## src/rtl/branch_pkg.sv

```systemverilog
// Shared fetch/branch-prediction types: default widths, fetch FSM
// states, 2-bit counter encodings and the registered BTB write bundle.
package branch_pkg;

  localparam int ADDR_WIDTH      = 64;
  localparam int INDEX_WIDTH     = 2;
  localparam int BIA_WIDTH       = ADDR_WIDTH - INDEX_WIDTH - 2;
  localparam int BHT_INDEX_WIDTH = 4;
  localparam int BTB_WAYS        = 4;
  localparam int WAY_WIDTH       = $clog2(BTB_WAYS);

  typedef enum logic [1:0] {
    IDLE,
    FETCH,
    FLUSH
  } fetch_state_e;

  localparam logic [1:0] SNT = 2'b00;
  localparam logic [1:0] WNT = 2'b01;
  localparam logic [1:0] WT  = 2'b10;
  localparam logic [1:0] ST  = 2'b11;

  typedef struct packed {
    logic                   we;
    logic [BIA_WIDTH-1:0]   bia;
    logic [INDEX_WIDTH-1:0] index;
    logic [WAY_WIDTH-1:0]   way;
    logic [ADDR_WIDTH-1:0]  target;
  } btb_wr_t;

  function automatic logic [1:0] sat_update(
    input logic [1:0] cnt,
    input logic       taken
  );
    logic [1:0] nxt;
    nxt = cnt;
    if (taken && cnt != ST) nxt = cnt + 2'd1;
    if (!taken && cnt != SNT) nxt = cnt - 2'd1;
    return nxt;
  endfunction

endpackage

```

## src/rtl/bht_2bit.sv

```systemverilog
// Bimodal history table: 2-bit saturating counters, async read of the
// direction bit, one training write per cycle.
module bht_2bit
  import branch_pkg::*;
#(
  parameter int IDX_W = 4
) (
  input  logic             clk_i,
  input  logic             rst_i,
  input  logic [IDX_W-1:0] rd_idx_i,
  output logic             rd_taken_o,
  input  logic             upd_en_i,
  input  logic [IDX_W-1:0] upd_idx_i,
  input  logic             upd_taken_i
);

  localparam int ENTRIES = 2 ** IDX_W;

  logic [1:0] cnt_q [ENTRIES];
  logic [1:0] cnt_d [ENTRIES];

  // Read sees the registered array, so a same-cycle update is not bypassed.
  assign rd_taken_o = cnt_q[rd_idx_i][1];

  always_comb begin
    cnt_d = cnt_q;
    if (upd_en_i) begin
      cnt_d[upd_idx_i] = sat_update(cnt_q[upd_idx_i], upd_taken_i);
    end
  end

  always_ff @(posedge clk_i) begin
    if (rst_i) begin
      cnt_q <= '{default: WNT};
    end else begin
      cnt_q <= cnt_d;
    end
  end

endmodule

```

## src/rtl/fetch_pc_gen.sv

```systemverilog
// Fetch next-PC generator: holds the fetch PC, predicts with BTB + BHT,
// redirects on execute mispredicts and registers the BTB write port.
module fetch_pc_gen #(
  parameter int ADDR_WIDTH      = branch_pkg::ADDR_WIDTH,
  parameter int N               = branch_pkg::BTB_WAYS,
  parameter int INDEX_WIDTH     = branch_pkg::INDEX_WIDTH,
  parameter int BIA_WIDTH       = ADDR_WIDTH - INDEX_WIDTH - 2,
  parameter int BHT_INDEX_WIDTH = branch_pkg::BHT_INDEX_WIDTH,
  parameter logic [ADDR_WIDTH-1:0] RESET_PC = '0
) (
  input  logic                   i_clk,
  input  logic                   i_arst,
  input  logic                   i_ready,
  output logic                   o_valid,
  output logic [ADDR_WIDTH-1:0]  o_pc,
  output logic                   o_pred_taken,
  output logic [ADDR_WIDTH-1:0]  o_pred_target,
  output logic [$clog2(N)-1:0]   o_btb_way,
  input  logic                   i_btb_hit,
  input  logic [ADDR_WIDTH-1:0]  i_btb_target,
  input  logic [$clog2(N)-1:0]   i_btb_way,
  input  logic                   i_res_valid,
  input  logic                   i_res_is_branch,
  input  logic [ADDR_WIDTH-1:0]  i_res_pc,
  input  logic                   i_res_taken,
  input  logic [ADDR_WIDTH-1:0]  i_res_target,
  input  logic [$clog2(N)-1:0]   i_res_way,
  input  logic                   i_res_mispredict,
  output logic                   o_btb_we,
  output logic [BIA_WIDTH-1:0]   o_btb_bia,
  output logic [INDEX_WIDTH-1:0] o_btb_index,
  output logic [$clog2(N)-1:0]   o_btb_way_write,
  output logic [ADDR_WIDTH-1:0]  o_btb_target
);

  import branch_pkg::*;

  fetch_state_e          state_q, state_d;
  logic [ADDR_WIDTH-1:0] pc_q, pc_d;
  logic [ADDR_WIDTH-1:0] seq_pc, res_seq_pc;
  btb_wr_t               btb_q, btb_d;
  logic                  bht_taken;
  logic                  redirect, train;

  assign seq_pc     = pc_q + ADDR_WIDTH'(4);
  assign res_seq_pc = i_res_pc + ADDR_WIDTH'(4);
  assign redirect   = i_res_valid & i_res_mispredict;
  assign train      = i_res_valid & i_res_is_branch;

  assign o_valid       = (state_q == FETCH);
  assign o_pc          = pc_q;
  assign o_pred_taken  = i_btb_hit & bht_taken;
  assign o_pred_target = o_pred_taken ? i_btb_target : seq_pc;
  assign o_btb_way     = i_btb_way;

  bht_2bit #(
    .IDX_W(BHT_INDEX_WIDTH)
  ) u_bht (
    .clk_i      (i_clk),
    .rst_i      (i_arst),
    .rd_idx_i   (pc_q[BHT_INDEX_WIDTH+1:2]),
    .rd_taken_o (bht_taken),
    .upd_en_i   (train),
    .upd_idx_i  (i_res_pc[BHT_INDEX_WIDTH+1:2]),
    .upd_taken_i(i_res_taken)
  );

  always_comb begin
    state_d = state_q;
    pc_d    = pc_q;
    unique case (state_q)
      IDLE:    state_d = FETCH;
      FETCH:   if (i_ready) pc_d = o_pred_target;
      FLUSH:   state_d = FETCH;
      default: state_d = IDLE;
    endcase
    // A mispredict beats stall, IDLE and FLUSH alike.
    if (redirect) begin
      state_d = FLUSH;
      pc_d    = i_res_taken ? i_res_target : res_seq_pc;
    end
  end

  always_comb begin
    btb_d    = btb_q;
    btb_d.we = train & i_res_taken;
    if (btb_d.we) begin
      btb_d.bia    = i_res_pc[ADDR_WIDTH-1:INDEX_WIDTH+2];
      btb_d.index  = i_res_pc[INDEX_WIDTH+1:2];
      btb_d.way    = i_res_way;
      btb_d.target = i_res_target;
    end
  end

  always_ff @(posedge i_clk) begin
    if (i_arst) begin
      state_q <= IDLE;
      pc_q    <= RESET_PC;
      btb_q   <= '0;
    end else begin
      state_q <= state_d;
      pc_q    <= pc_d;
      btb_q   <= btb_d;
    end
  end

  assign o_btb_we        = btb_q.we;
  assign o_btb_bia       = btb_q.bia;
  assign o_btb_index     = btb_q.index;
  assign o_btb_way_write = btb_q.way;
  assign o_btb_target    = btb_q.target;

endmodule

```

## config.mk

```make
export PLATFORM = sky130hd
export DESIGN_NAME = fetch_pc_gen
export DESIGN_NICKNAME = d
export VERILOG_FILES = /design/src/rtl/branch_pkg.sv /design/src/rtl/bht_2bit.sv /design/src/rtl/fetch_pc_gen.sv
export SDC_FILE = /design/constraint.sdc
export NUM_CORES = 1
export LEC_CHECK = 0
export ABC_CLOCK_PERIOD_IN_PS = 4570
export CAP_MARGIN = 20
export CORE_MARGIN = 8
export CORE_UTILIZATION = 34
export CTS_CLUSTER_DIAMETER = 40
export DETAILED_ROUTE_END_ITERATION = 7
export GPL_TIMING_DRIVEN = 0
export SYNTH_ARGS = -nofsm -noshare
export SYNTH_HDL_FRONTEND = slang
export SYNTH_SLANG_ARGS = --single-unit
export TNS_END_PERCENT = 30
```

## constraint.sdc

```tcl
create_clock -name i_clk -period 4.57 [get_ports i_clk]
set_input_delay 0.914 -clock i_clk [delete_from_list [all_inputs] [get_ports i_clk]]
set_output_delay 0.914 -clock i_clk [all_outputs]
set_load 0.05 [all_outputs]
```

Word level (Yosys, flattened, before mapping):

Cells that the tools add are included.

* register bits: 227
* input port bits: 204
* output and inout port bits: 261
* logic and storage cells: 71

* add/sub/neg operators: 4
* $lt $le $gt $ge: 3
* equality and inequality tests: 4
* muxes and demuxes: 19
* bitwise operators: 6
* reductions and logical operators: 11

Operator list (count)
* $mux 64: 5
* $add 64x3->64 const B: 2
* $bwmux 32: 1
* $mux 2: 9
* $bmux 2 s4: 2
* $ge 5x5->1 const B: 2
* $not 4->5: 2
* $demux 2 s4: 1
* $reduce_bool 2->1: 3
* $lt 5x1->1 const B: 1
* $and 1x1->1: 4
* $pmux 2 s2: 1
* $reduce_or 2->1: 2
* $logic_and 1x1->1: 3
* $add 2x1->2 const B: 1
* $eq 2x1->1 const B: 1
* $eq 2x2->1 const B: 1
* $logic_not 2->1: 1
* $ne 2x1->1 const B: 1
* $ne 2x2->1 const B: 1
* $reduce_and 2->1: 1
* $sub 2x1->2 const B: 1
* $logic_not 1->1: 1

Depth between registers and ports, before layout:

* word-level depth: 10
* depth in mapped cells: 12
* mapped depth without buffers: 9

Cells and area by module:

From an unflattened synthesis, not the netlist that was laid out.

* cell total of the unflattened synthesis: 1845
* area total of the unflattened synthesis: 13436.6 um2

By module, submodules not included
* fetch_pc_gen: times used 1, cells each 1676, area each 11721.2 um2, sequential area each 3903.7 um2
* bht_2bit: times used 1, cells each 169, area each 1715.4 um2, sequential area each 640.6 um2

Worst setup path after synthesis:

OpenSTA, ideal clock, no wires.

* kind: register to output
* from: register pc_q[4] (netlist: o_pc[4])
* to: output o_pred_target[55]
* arrival time: 3.357 ns
* required time: 3.656 ns
* setup slack: 0.299 ns
* stages on the path, launching flop included: 11
* buffers on the path: 5
* path through: dfxtp_1 buf_2 mux4_2 o22a_1 nand4_1 and2_1 buf_4 buf_4 buf_2 buf_2 a21boi_0

* cells in the longest elaborated chain, start to end: 6
* elaborated cells on any way between the ends: 7
* classes of those cells: 1 x add/sub; 4 x mux; 2 x bitwise

RTL lines
* start, declared: line fetch_pc_gen.sv:39 `logic [ADDR_WIDTH-1:0] pc_q, pc_d;`
* start signal, assigned: line fetch_pc_gen.sv:102 `pc_q <= pc_d;`
* branches (longest 5 deep; another with $add 64x3->64)
* $mux 64 *: line fetch_pc_gen.sv:53 `assign o_pred_target = o_pred_taken ? i_btb_target : seq_pc;`
* end, declared: line fetch_pc_gen.sv:17 `output logic [ADDR_WIDTH-1:0] o_pred_target,`

Mark *: on every way between the ends. The select of a mux whose other input is x is not followed.

Worst setup path in the final report:

* from: input i_btb_hit
* to: output o_pred_target[26]

* cells in the longest elaborated chain, start to end: 2

RTL lines
* start, declared: line fetch_pc_gen.sv:19 `input logic i_btb_hit,`
* $and 1x1->1: line fetch_pc_gen.sv:52 `assign o_pred_taken = i_btb_hit & bht_taken;`
* $mux 64: line fetch_pc_gen.sv:53

Every way passes these cells.

==> impl_results.md <==
* Status: complete, no violations
* Initial antenna violation count at 7
* GR Util All Layers at a little under a third
* Rows at slightly above 70
* P_leak at 6.94 nW
* Starting Density at about 34%
* Crit Path Category: input pin to output pin
* Met1 Use GR at roughly two fifths
* Top cell family by delay on the critical path: buffers and inverters
* Detail Route Antenna Nets at 0
* Top FF cell, synth: dfxtp_1
* Top cells by area, synth: dfxtp_1, nand2_1, a21oi_1
* Global-route wire length before repair at ~100000 um
* Core region area at approximately 0.037 mm2
* Synth Warn # at 0
* Vias/cell at between 5 and 6
* Mapped Area at between 0.01 and 0.015 mm2
* Share of cells above drive strength 1 at under 10%
* CTS H-tree lvls at 2
* Largest net degree at the start of global routing at 13
* Fill cells at about 3.7k
* RD Place Congestion at ~0.97
* IO Port Bufs at between 400 and 500
* Hold slack at 0.423 ns
* Net count after synthesis at 1897
* CP Capture Type: output pin
* Drc violations at 0
* Finished Layout Cells at around 2.7k
* Via count at roughly 15k
* Sequential-to-total area share from yosys stat at between 30 and 40%
* Largest stage delay, worst path at 0.56 ns
* Grt peak-use layer: met2
* Power Total at about 7.4 mW
* Dpl hpwl at 56900 um
* Area leader, netlist: dfxtp_1
* Area of the die at 0.0440 mm2
* Setup WS post-layout at approximately 0.067 ns
* Clock Path Buffers at 3
* CTS clock-pin slew for the worst setup and hold paths at ~0.05 ns
* Avg Inst Size Synth at 7.57 um2
* PwrDens at between 300 and 400 mW/mm2
* Most instantiated library cell after synthesis: nand2_1
* Post-synth ARST share at 0%
* CTS hold repair buffers at 0
* Synthesized instance count at ~1.7k
* Max IR drop VDD at approximately 0.33 mV
* Per-cell routed wire length at roughly 26 um
* RSZ-0062 raised after global routing: yes
* Seq cells post-synth at around 230
* Worst-path fanout max at 10
* Post-Place Worst Slack at -0.568 ns
* Post-Place Cells at about 2.6k
* Ratio of final minimum period to clock period at 98.5%
* Root Driver: clkbuf_16
* Routed wire length at 70800 um
* Post-synth EDFFs at 0
* Top-area cell type share of the netlist area at between 30% and 40%
* Core Util, Final at 52.1%
* Vias in the first global route at approximately 15k
* Highest clock rate at roughly 220 MHz
* Area occupied by multi-input gates at 0.00768 mm2
* CP Cell Sequence: clkdlybuf4s50_1 > nor2b_1 > o2111ai_4 > and2_1 > buf_4 > buf_6 > buf_2 > a21oi_2 > clkdlybuf4s15_2
* Worst-Margin Slew at approximately 1.0 ns
* Chip height at roughly 210 um
* Hold Vio Cnt, Final at 0
* Netlist cell types at just over 70
* Max-slew violation count at 0
* HP Class: flip-flop to flip-flop
* Chip width at about 210 um
* Slew headroom at 32.1%
* Met2 Track Usage GR at around half
* Syn-to-layout area delta at 52.2%
* Gr ovfl total at 0
* Final Critical Period at 4.50 ns
* Clk Latency, worst-skew pair at 0.57 ns
* First-pass DRT Iterations at 5
* Crit-path slowest cell: clkdlybuf4s50_1
* Starting DRT DRC Count at around 1.4k
* Worst clock skew at 0.0147 ns
* CP Buf/Inv Count at 5
* Max Cap Viol at 0
* Final net count at 2405
* CTS buffer count at 45
* Storage cell area at 0.00454 mm2
* IO Pins at about 470
* WP data arrival at 3.59 ns
* CTS tree: done
* Total clock sinks at about 230
* Critical Path Source Type: input pin
* Critical Path RT at about 3.7 ns
* GR met3 Demand/Resource at under 10%
* Post-synth top cells: nand2_1, dfxtp_1, a21oi_1
* Final setup violation count at 0
## kinds of logic (layout without fill, tap and decap cells)
family                     Yosys count  after routing  synth area share (%)
DFF                                227            227                  35.6
buffers and inverters              135            679                  4.51
AOI/OAI and AO/OA                  396            396                  18.7
other                                0              6                     0
muxes                               51             51                  5.35
xor gates and xnor gates           114            114                  7.82
adders and majority gates            7              7                 0.686
and+or+nand+nor                    756            756                  27.3
## area by class of cell
cell class / instances / area share (%)
Sequential cell: 227 / 23.4
Antenna cell: 6 / 0.0773
Multi-Input combinational cell: 1324 / 39.5
Clock inverter: 24 / 1.47
Clock buffer: 59 / 6.53
Tap cell: 474 / 3.05
Timing Repair Buffer: 461 / 22.9
Inverter: 17 / 0.329
Buffer: 118 / 2.76
## layout by cell type, fill, tap and decap left out, drive strengths merged, types with 7 or more instances in the layout
cell type / instances
nand2b: 7
nor4: 10
xnor2: 70
nand2: 350
clkdlybuf4s50: 396
xor2: 44
clkbuf: 161
dlygate4sd2: 16
nor2: 167
a221oi: 32
nand4: 40
buf: 59
nand3b: 16
mux4: 11
nand3: 68
and4: 18
clkinvlp: 8
a21oi: 202
nor3: 19
o21ai: 77
a211oi: 16
clkinv: 9
and3: 29
ha: 7
a211o: 8
mux2i: 21
and2: 9
inv: 20
o221ai: 21
mux2: 19
dfxtp: 227
o21a: 7
## registers in the layout, indices dropped and copies added, names as in the netlist
name and count:
o_btb_target 64, o_pc 64, o_btb_bia 60, u_bht.cnt_q 32, o_btb_index 2, o_btb_way_write 2, state_q 2, o_btb_we 1
## final timing paths
| kind | from | to | slack, ns | depth (start not counted) |
|---|---|---|---|---|
| max | i_btb_hit | o_pred_target[26] | 0.07 | 9 |
| min | state_q[0]$_SDFFE_PP0N_ | state_q[0]$_SDFFE_PP0N_ | 0.42 | 1 |
| max reg2reg | o_pc[2]$_SDFFE_PP0P_ | o_pc[28]$_SDFFE_PP0P_ | 1.42 | 8 |
| min reg2reg | state_q[0]$_SDFFE_PP0N_ | state_q[0]$_SDFFE_PP0N_ | 0.42 | 1 |
## report_power, final
part / internal [mW] / total [mW] / leakage (nW) / switching (mW)
registers: 2.08 / 2.20 / 1.85 / 0.119
clock network: 2.19 / 3.39 / 0.739 / 1.20
logic: 0.584 / 1.80 / 4.35 / 1.22
## per-layer routing
layer  share of wire (%)  wire length, um  vias to the layer above
li1                    -                -                     6992
met1                  43            30100                     7458
met2                  46            32500                      785
met3                 8.9             6340                      107
met4                 2.6             1870                        2
met5               0.017               12                        -
## per-stage QoR
step | area [um2] | setup TNS [ns]
after floorplan | 12800 | 0
after CTS | 19400 | -1.26
after detailed placement | 17900 | -13.98
after global placement | 17900 | -16.06
after global routing | 19400 | -0.0365
final | 19400 | 0
## what timing repair did
action	4_1_cts	5_1_grt
resized for setup	197	47
pin swaps	1	1
setup buffers	1	2
endpoints found under the setup margin	62	55
Note: power is estimated with default switching activity, not from simulation.
